===== src/rtl/fetch_stage.sv =====
// ============================================================================
// fetch_stage
// ----------------------------------------------------------------------------
// Instruction fetch stage of the multi-cycle core, sitting directly in front
// of decode_stage. It owns the program counter and issues one request per
// instruction on the instruction-memory req/gnt/rvalid interface. The returned
// word is held in an instruction register and presented to decode until the
// core acknowledges it. The next PC is then PC+4 or a resolved branch/jump
// target. A flush restarts fetching at RESET_PC from any state.
//
// Optional feature macro: FETCH_PERF_CNT_EN
//   When defined, adds fetch_count_o, a free-running count of acknowledged
//   instructions. It is cleared only by reset and wraps at 2^32.
//
// Ports
//   clk_i            in   clock, rising edge
//   rst_i            in   asynchronous active-high reset
//   mem_req_o        out  fetch request valid
//   mem_addr_o       out  fetch byte address (current PC while requesting)
//   mem_gnt_i        in   memory accepts the request this cycle
//   mem_rvalid_i     in   response word valid
//   mem_rdata_i      in   response instruction word
//   instr_valid_o    out  instruction_o / pc_o hold a valid instruction
//   instruction_o    out  instruction register contents for decode
//   pc_o             out  PC of instruction_o
//   instr_ack_i      in   core finished the held instruction; fetch the next
//   branch_taken_i   in   qualified by instr_ack_i: next PC is branch_target_i
//   branch_target_i  in   redirect target (bits [1:0] ignored)
//   flush_i          in   discard in-flight work, restart at RESET_PC
//   fetch_count_o    out  acknowledged-instruction count (FETCH_PERF_CNT_EN only)
// ============================================================================

package params_pkg;
    parameter int INSTR_WIDTH = 32;
    typedef logic [INSTR_WIDTH-1:0] instruction_t;
endpackage

module fetch_stage
    import params_pkg::*;
#(
    parameter int                    ADDR_WIDTH = 32,
    parameter logic [ADDR_WIDTH-1:0] RESET_PC   = 'h0000_0000
) (
    input  logic                   clk_i,
    input  logic                   rst_i,
    output logic                   mem_req_o,
    output logic [ADDR_WIDTH-1:0]  mem_addr_o,
    input  logic                   mem_gnt_i,
    input  logic                   mem_rvalid_i,
    input  logic [INSTR_WIDTH-1:0] mem_rdata_i,
    output logic                   instr_valid_o,
    output instruction_t           instruction_o,
    output logic [ADDR_WIDTH-1:0]  pc_o,
    input  logic                   instr_ack_i,
    input  logic                   branch_taken_i,
    input  logic [ADDR_WIDTH-1:0]  branch_target_i,
    input  logic                   flush_i
`ifdef FETCH_PERF_CNT_EN
    ,
    output logic [31:0]            fetch_count_o
`endif
);

    // Request the word, wait for its response, hold it for decode.
    typedef enum logic [1:0] {
        S_REQ  = 2'd0,
        S_WAIT = 2'd1,
        S_HOLD = 2'd2
    } state_t;

    state_t                  state;
    state_t                  state_next;
    logic [ADDR_WIDTH-1:0]   pc;
    logic [ADDR_WIDTH-1:0]   pc_next;
    instruction_t            ir;
    instruction_t            ir_next;
    logic                    kill;
    logic                    kill_next;
    logic [ADDR_WIDTH-1:0]   target_aligned;
    logic [ADDR_WIDTH-1:0]   pc_plus4;
    logic                    ack_accepted;

    // Redirect targets are always word aligned. The low two bits are
    // cleared here, so a misaligned target from execute cannot leak into the PC.
    assign target_aligned = branch_target_i & ~ADDR_WIDTH'(3);

    // Sequential increment wraps naturally at 2^ADDR_WIDTH.
    assign pc_plus4 = pc + ADDR_WIDTH'(4);

    // An acknowledge only counts when it is not overridden by a flush.
    assign ack_accepted = (state == S_HOLD) && instr_ack_i && !flush_i;

    // State register together with the datapath registers it governs.
    // Asserting reset mid-transaction abandons any outstanding response. The
    // memory side is expected to be reset alongside, so nothing is drained.
    always_ff @(posedge clk_i or posedge rst_i) begin
        if (rst_i) begin
            state <= S_REQ;
            pc    <= RESET_PC;
            ir    <= '0;
            kill  <= 1'b0;
        end else begin
            state <= state_next;
            pc    <= pc_next;
            ir    <= ir_next;
            kill  <= kill_next;
        end
    end

    // Next-state and datapath update logic.
    // The kill flag marks a response that is still owed by memory but belongs
    // to work discarded by a flush. The response has to be drained before the
    // next request, so a flushed WAIT stays put until rvalid and then drops
    // the word. A flush overrides any PC update chosen by the state decode,
    // including an acknowledge with a taken branch in the same cycle.
    always_comb begin
        state_next = state;
        pc_next    = pc;
        ir_next    = ir;
        kill_next  = kill;

        case (state)
            S_REQ: begin
                if (mem_gnt_i) begin
                    state_next = S_WAIT;
                    kill_next  = flush_i;
                end
            end

            S_WAIT: begin
                if (mem_rvalid_i) begin
                    if (kill || flush_i) begin
                        kill_next  = 1'b0;
                        state_next = S_REQ;
                    end else begin
                        ir_next    = mem_rdata_i;
                        state_next = S_HOLD;
                    end
                end else if (flush_i) begin
                    kill_next = 1'b1;
                end
            end

            S_HOLD: begin
                if (flush_i) begin
                    state_next = S_REQ;
                end else if (instr_ack_i) begin
                    state_next = S_REQ;
                    pc_next    = branch_taken_i ? target_aligned : pc_plus4;
                end
            end

            default: begin
                state_next = S_REQ;
                kill_next  = 1'b0;
            end
        endcase

        if (flush_i) begin
            pc_next = RESET_PC;
        end
    end

    // Output decode from registered state only.
    // All outputs are forced low while reset is held. Otherwise the REQ
    // reset state would assert a request before reset is released.
    always_comb begin
        mem_req_o     = 1'b0;
        mem_addr_o    = '0;
        instr_valid_o = 1'b0;
        instruction_o = '0;
        pc_o          = '0;

        if (!rst_i) begin
            case (state)
                S_REQ: begin
                    mem_req_o  = 1'b1;
                    mem_addr_o = pc;
                end
                S_HOLD: begin
                    instr_valid_o = 1'b1;
                    instruction_o = ir;
                    pc_o          = pc;
                end
                default: begin
                end
            endcase
        end
    end

`ifdef FETCH_PERF_CNT_EN
    logic [31:0] fetch_count;

    // Count of acknowledged instructions. A flush does not clear this counter,
    // and an acknowledge cancelled by a flush is not counted.
    always_ff @(posedge clk_i or posedge rst_i) begin
        if (rst_i) begin
            fetch_count <= '0;
        end else if (ack_accepted) begin
            fetch_count <= fetch_count + 32'd1;
        end
    end

    assign fetch_count_o = fetch_count;
`else
    logic unused_ack;

    // Without the counter, the qualified acknowledge has no consumer.
    assign unused_ack = ack_accepted;
`endif

endmodule


===== config.mk =====
export PLATFORM = sky130hd
export DESIGN_NAME = fetch_stage
export DESIGN_NICKNAME = d
export VERILOG_FILES = /design/src/rtl/fetch_stage.sv
export SDC_FILE = /design/constraint.sdc
export NUM_CORES = 1
export LEC_CHECK = 0
export ABC_AREA = 1
export ABC_CLOCK_PERIOD_IN_PS = 2800
export CORE_ASPECT_RATIO = 1.2
export CORE_MARGIN = 2
export CORE_UTILIZATION = 40
export DETAILED_ROUTE_END_ITERATION = 10
export PLACE_DENSITY = 0.86
export RECOVER_POWER = 100
export SLEW_MARGIN = 20
export SYNTH_ARGS = -nofsm -noshare
export SYNTH_HDL_FRONTEND = slang
export SYNTH_SLANG_ARGS = --single-unit

===== constraint.sdc =====
create_clock -name clk_i -period 2.8 [get_ports clk_i]
set_clock_uncertainty 0.1 [all_clocks]
set_input_delay 0.56 -clock clk_i [delete_from_list [all_inputs] [get_ports clk_i]]
set_output_delay 0.56 -clock clk_i [all_outputs]
set_load 0.005 [all_outputs]

* Yosys cells after proc, flatten, opt, wreduce, memory -nomap -nowiden
Cells that the tools add are included.
** Word-level totals
- Register bits :: 67
- Input bits :: 71
- Output and inout bits :: 98
- Word-level logic and storage cells :: 47
** Cells by class
- Add/subtract/negate cells :: 1
- Eq/ne operators :: 7
- Muxes and demuxes :: 25
- Bitwise gates (word level) :: 2
- Reductions and logical operators :: 8
** Operator list (number)
- $mux 32 :: 10
- $add 32x3->32 const B :: 1
- $mux 2 :: 5
- $ne 3x3->1 const B :: 3
- $mux 1 :: 8
- $pmux 2 s3 :: 1
- $reduce_and 3->1 :: 2
- $ne 2x2->1 const B :: 2
- $reduce_and 4->1 :: 1
- $reduce_bool 2->1 :: 2
- $pmux 1 s3 :: 1
- $eq 2x1->1 const B :: 1
- $eq 2x2->1 const B :: 1
- $logic_not 2->1 :: 1
- $not 1->1 :: 2
- $reduce_and 2->1 :: 1
- $logic_or 1x1->1 :: 1

* Logic depth before layout (Yosys ltp)
- Depth after elaboration :: 5
- Depth in mapped cells :: 10
- Gate-level depth less buffers :: 10

* Least setup slack after synthesis
Ideal clock, no wire load.
- Path type :: input port to output port
- Start :: input rst_i
- End :: output instruction_o[12]
- Arrival :: 1.196 ns
- Required time :: 2.140 ns
- Path slack :: 0.944 ns
- Stages :: 3
- Path buffers :: 2
- Cells stage by stage :: clkbuf_1 -> clkbuf_1 -> nor2_1
** On the way
- Longest elaborated chain between the ends :: 1
** RTL lines
- from (decl) :: line 45 : input logic rst_i,
- $mux 32 :: line 174 : if (!rst_i) begin
- to (decl) :: line 52 : output instruction_t instruction_o,
Every way passes these cells.

* Worst setup path in the final report
- Start :: register state[1]
- End :: output mem_addr_o[6]
** On the way
- Longest elaborated chain between the ends :: 3
** RTL lines
- from (decl) :: line 71 : state_t state;
- from (signal assigned) :: line 103 : state <= state_next;
- $logic_not 2->1 :: line 175 : case (state)
- $mux 32 :: line 175
- $mux 32 :: line 174
- to (decl) :: line 47 : output logic [ADDR_WIDTH-1:0] mem_addr_o,
Every way passes these cells.

==> results.toml <==
[timing]
max_slew_margin_pct = 37.6
fmax_ghz = 0.375
setup_violations = 0
finalCritPeriodShare_pct = 95.2
min_period_ps = 2670
slew_viol_final = 0
worstMarginPinSlew_ps = 935
hold_slack_ps = 396
hold_violations = 0
fin_tns_setup_ps = 0
grt_setup_unrepaired = "false"

[detailed_routing]
drc = 0
routed_wirelength_mm = 13.0
drt_iter0_drc = 216
wl_per_cell_um = 14.2
vias = 4605
first_pass_iters = 5
postRouteAntennaNets = 0
vias_per_cell = 4.99

[synthesis]
synth_top_area_share_pct = 38.5
synth_cell_types = 29
ys_ff_latch = 65
ys_seq_area_share_pct = 38.5
netlist_area_mm2 = 0.00422
synth_warnings = 0
yosysMostFrequentCell = "nor2_1"
yosysTopAreaCell = "dfrtp_1"
synth_flop_cell = "dfrtp_1"
synthTopCellsByArea = "dfrtp_1 (39%), nor2_1 (17%), nand2_1 (14%)"
synth_cells = 630
async_reset_ff_share_pct = 100
avgSynthCellArea_um2 = 6.70
synth_common_cells = "nor2_1 (193), nand2_1 (155), dfrtp_1 (65), inv_1 (50), nand3_1 (37)"
synth_edf_count = 0

[clock_network]
cts_root_buf = "clkbuf_16"
clock_path_buffers = 2
clk-insertion-delay-late_ps = 330
cts_inserted_buffers = 9
clkSinkCount = 65
cts_tree = "built"
htree_levels = 3
cts_setup_buffers = 0
clk_pin_slew_worst_paths_ps = 50

[die]
die_x_um = 97.8
fp-row-count = 41
initial_core_util_pct = 40.6
io-pin-count = 169
die_h_um = 117
dieArea_mm2 = 0.0114
coreArea_mm2 = 0.0104

[placed_design]
place_hpwl_mm = 9.40
gp_congestion = 0.946
place_area_mm2 = 0.00602
portBuffers = 162

[critical_path]
crit-reg2reg-launch = "state[0]$_DFFE_PP0P_"
worst_path_max_delay_cell = "dlygate4sd3_1"
cp-startpoint = "state[1]$_DFFE_PP0P_"
end_kind = "primary output"
cp.required_ps = 2140
cp.arrival_ps = 2010
crit_chain = "nor2_1, inv_1, nor2_2, inv_1, buf_2, nor2_1, dlygate4sd3_1"
cp_max_fo = 10
critPathLaunchType = "register"
slowest_delay_ps = 590
crit_type = "register to primary output"

[global_route]
antenna_found_initial = 0
grt_pass1_wl_mm = 21.1
grt_usage_pct = 23.0
grt_pass1_vias = 4410
grt_max_degree = 52
grt_overflow = 0

[cells_and_area]
fin_area_mm2 = 0.00626
drive_above_1_share_pct = 8.95
antenna_cells = 0
fill_cells = 961
area_growth_pct = 48.3
nets = 861

[power_and_ir_drop]
p_total_uw = 3060
ir_drop_uv = 386
p_leak_uw = 0.00271
power.density_mw_per_mm2 = 488

[flow_run]
cap_violations = 0

[status]
outcome = "finished, final reports clean"

[worst_hold_path]
hold_class = "register to register"
worstHoldStart = "kill$_DFFE_PP0P_"
[through the flow]
step	instances	util [%]	worst slack, ps
floorplan	633	-	92.8
global placement	907	57.9	0.478
detailed placement	907	57.9	-38.4
CTS	922	60.6	132
global route	922	60.2	24.4
finish	922	60.2	135
[what timing repair did]
item,in CTS,in global routing
endpoints found under the hold margin,0,0
resized for setup,3,0
endpoints found under the setup margin,22,0
hold buffers,0,0
[cell usage in the layout (no fill, tap or decap), types with 2 or more instances in the layout]
cell             synthesis  routed
nor2_1                 193     191
nand2_1                155     155
clkdlybuf4s50_1          0     110
dfrtp_1                 65      65
dlygate4sd3_1            0      51
inv_1                   50      50
nand3_1                 37      36
o21ai_0                 28      31
mux2_2                  26      26
clkbuf_16                0       9
nor2_2                   6       8
xor2_1                   8       8
buf_4                    6       6
a21oi_1                  5       5
nand2_2                  4       4
and2_1                   4       4
conb_1                   1       4
nor2_4                   3       3
clkbuf_8                 0       3
clkbuf_2                 0       3
o32ai_1                  1       2
clkbuf_1                13       2
buf_12                   0       2
[worst max-delay path: cells and delay by family (launching register included)]
family / cells / cell delay, ps
buf+inv: 4 / 940
flops: 1 / 390
simple gates: 3 / 350
[layer usage]
layer / share of wire [%] / track usage (%) / vias to the layer above
li1: - / - / 2259
met2: 50 / 41.1 / 222
met1: 38 / 25.4 / 2092
met5: 0 / 0 / -
met3: 8.9 / 7.12 / 32
met4: 3.1 / 10.1 / 0
[final cells by class]
type                    count  area, µm²  share of cell area (%)
repair buffers            176       1740                    27.7
multi-input cells         485       2260                    36.1
inverters                  52        195                    3.12
clock buffers              13        270                    4.31
clock inverters             2       12.5                   0.200
flip-flops and latches     65       1630                    26.0
well taps                 129        161                    2.58
[cells by family after synthesis]
kind of cell             share of synthesized area, %
adder cells (fa/ha/maj)                         0.296
multiplexers                                     7.20
buffers and inverters                            8.26
XOR/XNOR                                         1.66
AND/OR/NAND/NOR                                  38.6
AO/OA/AOI/OAI                                    5.39
other                                          0.0888
flip-flops                                       38.5
[final timing paths]
| path | depth (start not counted) | slack [ps] | endpoint |
|---|---|---|---|
| min reg2reg | 2 | 400 | kill$_DFFE_PP0P_ |
| min in group asynchronous | 3 | 790 | ir[2]$_DFFE_PP0P_ |
| max in group asynchronous | 4 | 460 | pc[15]$_DFFE_PP0P_ |
| max reg2reg | 5 | 740 | pc[4]$_DFFE_PP0P_ |
| min | 2 | 400 | kill$_DFFE_PP0P_ |
| max | 7 | 130 | mem_addr_o[6] |
[sequential cells by signal, summed over array words and instances (netlist names)]
signal,count
ir,32
kill,1
pc,30
state,2
[report_power, final]
part	leakage [µW]	internal, µW	switching, µW
sequential	0.000834	1200	128
clock	0.000138	665	402
combinational	0.00174	357	311
total	0.00271	2220	841
No activity file was read; power rests on OpenSTA's default activity.
